==> config.mk <==
export PLATFORM = sky130hd
export DESIGN_NAME = alu_arbiter_flat
export DESIGN_NICKNAME = d
export VERILOG_FILES = /design/src/rtl/alu_arbiter_if.sv /design/src/rtl/alu_arbiter.sv /design/src/flat_wrapper.sv
export SDC_FILE = /design/constraint.sdc
export NUM_CORES = 1
export LEC_CHECK = 0
export ABC_AREA = 1
export ABC_CLOCK_PERIOD_IN_PS = 1900
export BUFFER_PORTS_ARGS = -buffer_cell sky130_fd_sc_hd__buf_2
export CAP_MARGIN = 20
export CELL_PAD_IN_SITES_DETAIL_PLACEMENT = 1
export CELL_PAD_IN_SITES_GLOBAL_PLACEMENT = 1
export CORE_MARGIN = 1.5
export CORE_UTILIZATION = 29
export DETAILED_ROUTE_END_ITERATION = 10
export PLACE_DENSITY_LB_ADDON = 0.1
export SLEW_MARGIN = 5
export SYNTH_ARGS = -nofsm -noshare
export SYNTH_HDL_FRONTEND = slang
export SYNTH_SLANG_ARGS = --single-unit
==> constraint.sdc <==
create_clock -name clk -period 1.9 [get_ports clk]
set_input_delay 0.285 -clock clk [delete_from_list [all_inputs] [get_ports clk]]
set_output_delay 0.285 -clock clk [all_outputs]
set_load 0.05 [all_outputs]
==> src/rtl/alu_arbiter_if.sv <==
// rtl/alu_arbiter_if.sv - requester-side request/response bundle for alu_arbiter
//
// Purpose: carries both requesters' request and response handshakes as one bundle.
// Signals (packing: requester i in slice i):
//   req_valid  [1:0]        request valid per requester
//   req_ready  [1:0]        request accepted (one-hot or zero)
//   req_a/b    [2*WIDTH-1:0] operands
//   req_f      [2*OPW-1:0]  opcodes
//   rsp_valid  [1:0]        result valid per requester (one-hot or zero)
//   rsp_ready  [1:0]        requester takes result
//   rsp_r      [WIDTH-1:0]  shared result bus
// Modports: master = requester side, slave = arbiter side.
interface alu_arbiter_if #(
    parameter int WIDTH = 32,
    parameter int OPW   = 3
);
    logic [1:0]         req_valid;
    logic [1:0]         req_ready;
    logic [2*WIDTH-1:0] req_a;
    logic [2*WIDTH-1:0] req_b;
    logic [2*OPW-1:0]   req_f;
    logic [1:0]         rsp_valid;
    logic [1:0]         rsp_ready;
    logic [WIDTH-1:0]   rsp_r;

    modport master (
        output req_valid, req_a, req_b, req_f, rsp_ready,
        input  req_ready, rsp_valid, rsp_r
    );

    modport slave (
        input  req_valid, req_a, req_b, req_f, rsp_ready,
        output req_ready, rsp_valid, rsp_r
    );
endinterface

==> src/rtl/alu_arbiter.sv <==
// rtl/alu_arbiter.sv - round-robin sharing of one combinational ALU between two requesters
//
// Purpose: grants one of two requesters, registers its operands onto the ALU inputs,
// holds them for EXEC_CYCLES cycles, captures the ALU result and returns it to the
// granted requester with a valid/ready handshake.
// Optional feature macro: ALU_ARB_ZERO_FLAG_EN adds output rsp_zero (result == 0).
// Ports:
//   clk        in   clock, all state on rising edge
//   rst        in   synchronous active-high reset
//   bus        slave modport of alu_arbiter_if (request/response handshakes)
//   alu_a/b/f  out  registered operands/opcode to the ALU
//   alu_r      in   ALU result
//   busy       out  high while an operation is in EXEC or RESP
//   rsp_zero   out  (ALU_ARB_ZERO_FLAG_EN only) captured result was zero
module alu_arbiter #(
    parameter int WIDTH       = 32,
    parameter int OPW         = 3,
    parameter int EXEC_CYCLES = 1
) (
    input  logic             clk,
    input  logic             rst,
    alu_arbiter_if.slave     bus,
    output logic [WIDTH-1:0] alu_a,
    output logic [WIDTH-1:0] alu_b,
    output logic [OPW-1:0]   alu_f,
    input  logic [WIDTH-1:0] alu_r,
    output logic             busy
`ifdef ALU_ARB_ZERO_FLAG_EN
    ,
    output logic             rsp_zero
`endif
);

    typedef enum logic [1:0] {
        IDLE = 2'd0,
        EXEC = 2'd1,
        RESP = 2'd2
    } state_t;

    localparam logic [3:0] CNT_INIT = 4'(EXEC_CYCLES - 1);

    state_t           state;
    logic             rr_ptr;
    logic             owner;
    logic [3:0]       cnt;
    logic             grant;
    logic             accept;
    logic [1:0]       rsp_valid_q;
    logic [WIDTH-1:0] rsp_r_q;

    // A lone requester wins outright; rr_ptr only breaks ties.
    always_comb begin
        grant = rr_ptr;
        if (bus.req_valid == 2'b01) begin
            grant = 1'b0;
        end else if (bus.req_valid == 2'b10) begin
            grant = 1'b1;
        end
    end

    assign accept        = (state == IDLE) && (bus.req_valid != 2'b00);
    assign bus.req_ready = accept ? (grant ? 2'b10 : 2'b01) : 2'b00;
    assign bus.rsp_valid = rsp_valid_q;
    assign bus.rsp_r     = rsp_r_q;

    always_ff @(posedge clk) begin
        if (rst) begin
            state       <= IDLE;
            rr_ptr      <= 1'b0;
            owner       <= 1'b0;
            cnt         <= 4'd0;
            alu_a       <= '0;
            alu_b       <= '0;
            alu_f       <= '0;
            rsp_r_q     <= '0;
            rsp_valid_q <= 2'b00;
            busy        <= 1'b0;
`ifdef ALU_ARB_ZERO_FLAG_EN
            rsp_zero    <= 1'b0;
`endif
        end else begin
            case (state)
                IDLE: begin
                    if (accept) begin
                        alu_a <= grant ? bus.req_a[2*WIDTH-1:WIDTH] : bus.req_a[WIDTH-1:0];
                        alu_b <= grant ? bus.req_b[2*WIDTH-1:WIDTH] : bus.req_b[WIDTH-1:0];
                        alu_f <= grant ? bus.req_f[2*OPW-1:OPW]     : bus.req_f[OPW-1:0];
                        owner <= grant;
                        cnt   <= CNT_INIT;
                        busy  <= 1'b1;
                        state <= EXEC;
                    end
                end
                EXEC: begin
                    // Operands stay put; R is sampled only after EXEC_CYCLES cycles of settling.
                    if (cnt == 4'd0) begin
                        rsp_r_q     <= alu_r;
                        rsp_valid_q <= owner ? 2'b10 : 2'b01;
`ifdef ALU_ARB_ZERO_FLAG_EN
                        rsp_zero    <= (alu_r == '0);
`endif
                        state       <= RESP;
                    end else begin
                        cnt <= cnt - 4'd1;
                    end
                end
                RESP: begin
                    // Only the owner's rsp_ready completes the response.
                    if (bus.rsp_ready[owner]) begin
                        rsp_valid_q <= 2'b00;
                        busy        <= 1'b0;
                        rr_ptr      <= ~owner;
                        state       <= IDLE;
                    end
                end
                default: begin
                    state <= IDLE;
                end
            endcase
        end
    end

endmodule

==> src/flat_wrapper.sv <==
// flat-port wrapper written by rule: the top's interface ports become plain ports
module alu_arbiter_flat 
#(
    parameter int WIDTH       = 32,
    parameter int OPW         = 3,
    parameter int EXEC_CYCLES = 1
)
  (clk, rst, alu_a, alu_b, alu_f, alu_r, busy, bus_req_valid, bus_req_a, bus_req_b, bus_req_f, bus_rsp_ready, bus_req_ready, bus_rsp_valid, bus_rsp_r);
  alu_arbiter_if #(.WIDTH(WIDTH), .OPW(OPW)) bus_i ();
  input  logic clk;
  input  logic rst;
  output logic [WIDTH-1:0] alu_a;
  output logic [WIDTH-1:0] alu_b;
  output logic [OPW-1:0] alu_f;
  input  logic [WIDTH-1:0] alu_r;
  output logic busy;
  input wire logic [$bits(bus_i.req_valid)-1:0] bus_req_valid;
  input wire logic [$bits(bus_i.req_a)-1:0] bus_req_a;
  input wire logic [$bits(bus_i.req_b)-1:0] bus_req_b;
  input wire logic [$bits(bus_i.req_f)-1:0] bus_req_f;
  input wire logic [$bits(bus_i.rsp_ready)-1:0] bus_rsp_ready;
  output wire logic [$bits(bus_i.req_ready)-1:0] bus_req_ready;
  output wire logic [$bits(bus_i.rsp_valid)-1:0] bus_rsp_valid;
  output wire logic [$bits(bus_i.rsp_r)-1:0] bus_rsp_r;
  assign bus_i.req_valid = bus_req_valid;
  assign bus_i.req_a = bus_req_a;
  assign bus_i.req_b = bus_req_b;
  assign bus_i.req_f = bus_req_f;
  assign bus_i.rsp_ready = bus_rsp_ready;
  assign bus_req_ready = bus_i.req_ready;
  assign bus_rsp_valid = bus_i.rsp_valid;
  assign bus_rsp_r = bus_i.rsp_r;
  alu_arbiter #(.WIDTH(WIDTH), .OPW(OPW), .EXEC_CYCLES(EXEC_CYCLES)) u_core (.clk(clk), .rst(rst), .bus(bus_i), .alu_a(alu_a), .alu_b(alu_b), .alu_f(alu_f), .alu_r(alu_r), .busy(busy));
endmodule
==> metrics.txt <==
Cells on Worst Hold Path=3; Warnings, synthesis=0; Die Width=132.7 um; gr ovfl total=0; Final Net Count=1191; Leakage=4.006 nW; setup violators final=0; Post-Synth Simple-Gate Area=37.95%; power per cell area=1570 nW/um^2; worst-margin pin slew=0.3751 ns; wire length per cell=13.10 um; crit-path cells=inv_1 > ha_2 > nand2_1 > inv_1 > nand2_1 > inv_4 > buf_6; Hold EP=u_core.bus.rsp_r[25]$_SDFFE_PP0P_; CTS tree=built; Core Box Area=16520 um^2; Design Area, Final=6870 um^2; vias in the first global route=5269; Clock Latency Late Sink=between 0.3 and 0.4 ns; Reg clk slew, reported paths=0.07 ns; GRT Util Overall=18.41%; Pwr Total=between 10 and 15 mW; crit share post-route=92.89%; Slew Limit Fails=0; Worst Path Required=1.62 ns; Initial Util=29.51%; Post-DRT Antenna Nets=0; number of I/O port buffers=275; DIE AREA=17600 um^2; Hold Slack=0.1777 ns; crit-path max FO=5; reg2reg start=u_core.state[0]$_SDFFE_PP0P_; syn avg cell area=around 6.5 um^2; mux contribution to synthesized area=0%; post-synth net total=929; H-tree depth=3; Vias=5377; max-cap violations=0; Post-CTS Hold Buffers=0; reg2reg end=u_core.alu_a[11]$_SDFFE_PP0P_; clock skew=between 0.004 and 0.005 ns; Die Y=between 100 and 150 um; largest net degree at the start of global routing=36; WS Path Type=flip-flop to output pin; Hold Path Class=input pin to flip-flop; synthesis-stage register bit count=110; Final WS setup=0.1352 ns; Stages on worst setup path=7; CP bufs+invs=4; f_max=566.6 MHz; via/cell ratio=4.340; register area share after synthesis=45.16%; initial antenna violation count=2; critical path launch point type=flip-flop; peak supply drop=0.5332 mV; clock sinks=110; gp weighted congestion=0.7510; Register-to-Register Path Depth=12; root buffer cell=clkbuf_16; Fill cells=2247; Area growth, synth to finish=40.90%; Worst Path Arrival=1.48 ns; RSZ-0062 raised after global routing=no; total negative slack=0 ns; hpwl dp=11.98 mm; crit path max-delay cell type=dfxtp_1; Adder-Cell Fraction of Synth Area=1.540%; final-report hold violation count=0; Routed WL=16.23 mm; drt first pass iters=4; synthesized instance count=751; Max clock buf depth=2; Post-Synth XOR/XNOR Area=0%; initial drt markers=140; FP Rows=47; status=complete, no violations; Critical Path Sink Type=output pin; Unique masters post-synth=17; worst slack at placement=0.1878 ns; R2R Setup Slk=around 0.20 ns; Top delay family on crit path=buffers and inverters; Mapped Area=between 4000 and 5000 um^2; crit-path max cell delay=approximately 0.32 ns; layout cell share with drive strength beyond 1=30.84%; Synth Area in Compound Gates=4.183%; slew margin rel.=roughly 75%; first-pass GRT wire length=26.23 mm; largest family of logic cells by synthesized area=simple AND/OR/NAND/NOR gates; # DRC=0; Inserted Clock Buffers=9; hold path startpoint=alu_r[25]; Cell Area, Placed=6521 um^2; total I/O pin count=around 280; minimum clock period=about 1.8 ns
-- synth_stat cells, drive strengths merged --
| library cell | count | share of area, % |
|---|---|---|
| inv | 90 | 6.9 |
| o21ai | 2 | 0.21 |
| clkbuf | 11 | 0.85 |
| dfxtp | 110 | 45 |
| buf | 29 | 3.4 |
| a21oi | 38 | 4.0 |
| nand2 | 370 | 28 |
| ha | 6 | 1.5 |
| nand3 | 76 | 7.9 |
| nor2 | 17 | 1.3 |
| nand4 | 2 | 0.26 |
-- worst reg2reg max path: cells and delay by family (launching register included) --
kind	cells	cell delay, ns
flip-flops	1	0.32
AND/OR/NAND/NOR	5	0.40
buffers and inverters	6	0.72
adder cells (fa/ha/maj)	1	0.23
-- sequential cells by signal (all words and copies together), names as in the netlist --
signal,count
u_core.owner,1
u_core.alu_f,3
u_core.cnt,4
u_core.rr_ptr,1
u_core.alu_b,32
u_core.alu_a,32
u_core.bus.rsp_valid,2
u_core.bus.rsp_r,32
u_core.busy,1
u_core.state,2
-- final cells by class --
cell class	count	area [um^2]	area share [%]
Sequential cell	110	2202	32.05
Multi-Input combinational cell	511	2140	31.14
Timing Repair Buffer	291	1597	23.24
Inverter	90	340.3	4.954
Tap cell	220	275.3	4.007
Clock buffer	9	225.2	3.278
Clock inverter	7	88.84	1.293
Antenna cell	1	2.502	0.03642
-- power breakdown --
part / leakage (nW) / switching [mW] / internal [mW]
Clock: 0.159 / 0.864 / 1.15
Sequential: 0.902 / 0.276 / 2.88
Combinational: 2.95 / 4.02 / 1.59
Total: 4.01 / 5.16 / 5.62
-- per-stage QoR --
step | cells | utilization [%]
4_1_cts | 1238 | 41.55
6_report | 1239 | 41.58
2_1_floorplan | 751 | -
3_5_place_dp | 1220 | 39.46
5_1_grt | 1239 | 41.58
3_3_place_gp | 1220 | 39.46
-- routing by layer --
layer	GRT usage [%]	vias up	wire, um	part of all wire (%)
li1	-	2781	-	-
met1	21.71	2416	7005	43
met2	32.87	160	7854	48
met3	4.751	18	1105	6.8
met4	5.372	2	246	1.5
met5	0	-	13	0.080
-- worst max path at each step --
stage | start | to | slack [ns]
after global placement | u_core.state[0]$_SDFFE_PP0P_ | bus_req_ready[1] | 0.24
after floorplan | u_core.state[0]$_SDFFE_PP0P_ | u_core.alu_b[17]$_SDFFE_PP0P_ | 0.38
after CTS | u_core.state[0]$_SDFFE_PP0P_ | bus_req_ready[1] | 0.09
final | u_core.state[0]$_SDFFE_PP0P_ | bus_req_ready[1] | 0.14
after detailed placement | u_core.state[0]$_SDFFE_PP0P_ | bus_req_ready[1] | 0.19
after global routing | u_core.state[0]$_SDFFE_PP0P_ | u_core.alu_b[31]$_SDFFE_PP0P_ | 0.02
-- layout by cell type (no fill, tap or decap) --
| master | netlist | final |
|---|---|---|
| diode_2 | 0 | 1 |
| ha_1 | 6 | 5 |
| nor2_1 | 17 | 17 |
| bufinv_16 | 0 | 2 |
| buf_6 | 2 | 2 |
| clkbuf_16 | 0 | 9 |
| buf_2 | 15 | 273 |
| a21oi_4 | 0 | 1 |
| buf_12 | 0 | 7 |
| ha_2 | 0 | 1 |
| nand4_1 | 2 | 2 |
| inv_4 | 0 | 1 |
| nand3_2 | 1 | 1 |
| inv_1 | 87 | 86 |
| nand3_1 | 75 | 75 |
| clkinv_4 | 0 | 1 |
| nand2_1 | 370 | 370 |
| clkinv_2 | 0 | 4 |
| o21ai_0 | 2 | 2 |
| a21oi_1 | 37 | 37 |
| dfxtp_1 | 110 | 110 |
| inv_2 | 3 | 3 |
| buf_4 | 6 | 9 |
-- logic make-up (layout without fill, tap and decap cells) --
kind of cell,Yosys count,after routing
AO/OA/AOI/OAI,40,40
adder cells (fa/ha/maj),6,6
buffers and inverters,130,397
flip-flops,110,110
other,0,1
AND/OR/NAND/NOR,465,465
-- what timing repair did --
action	CTS	global route
setup buffers	2	0
gates resized for setup	5	1
cloned	0	0
setup endpoints to repair	2	1
No activity file was read; power rests on OpenSTA's default activity.
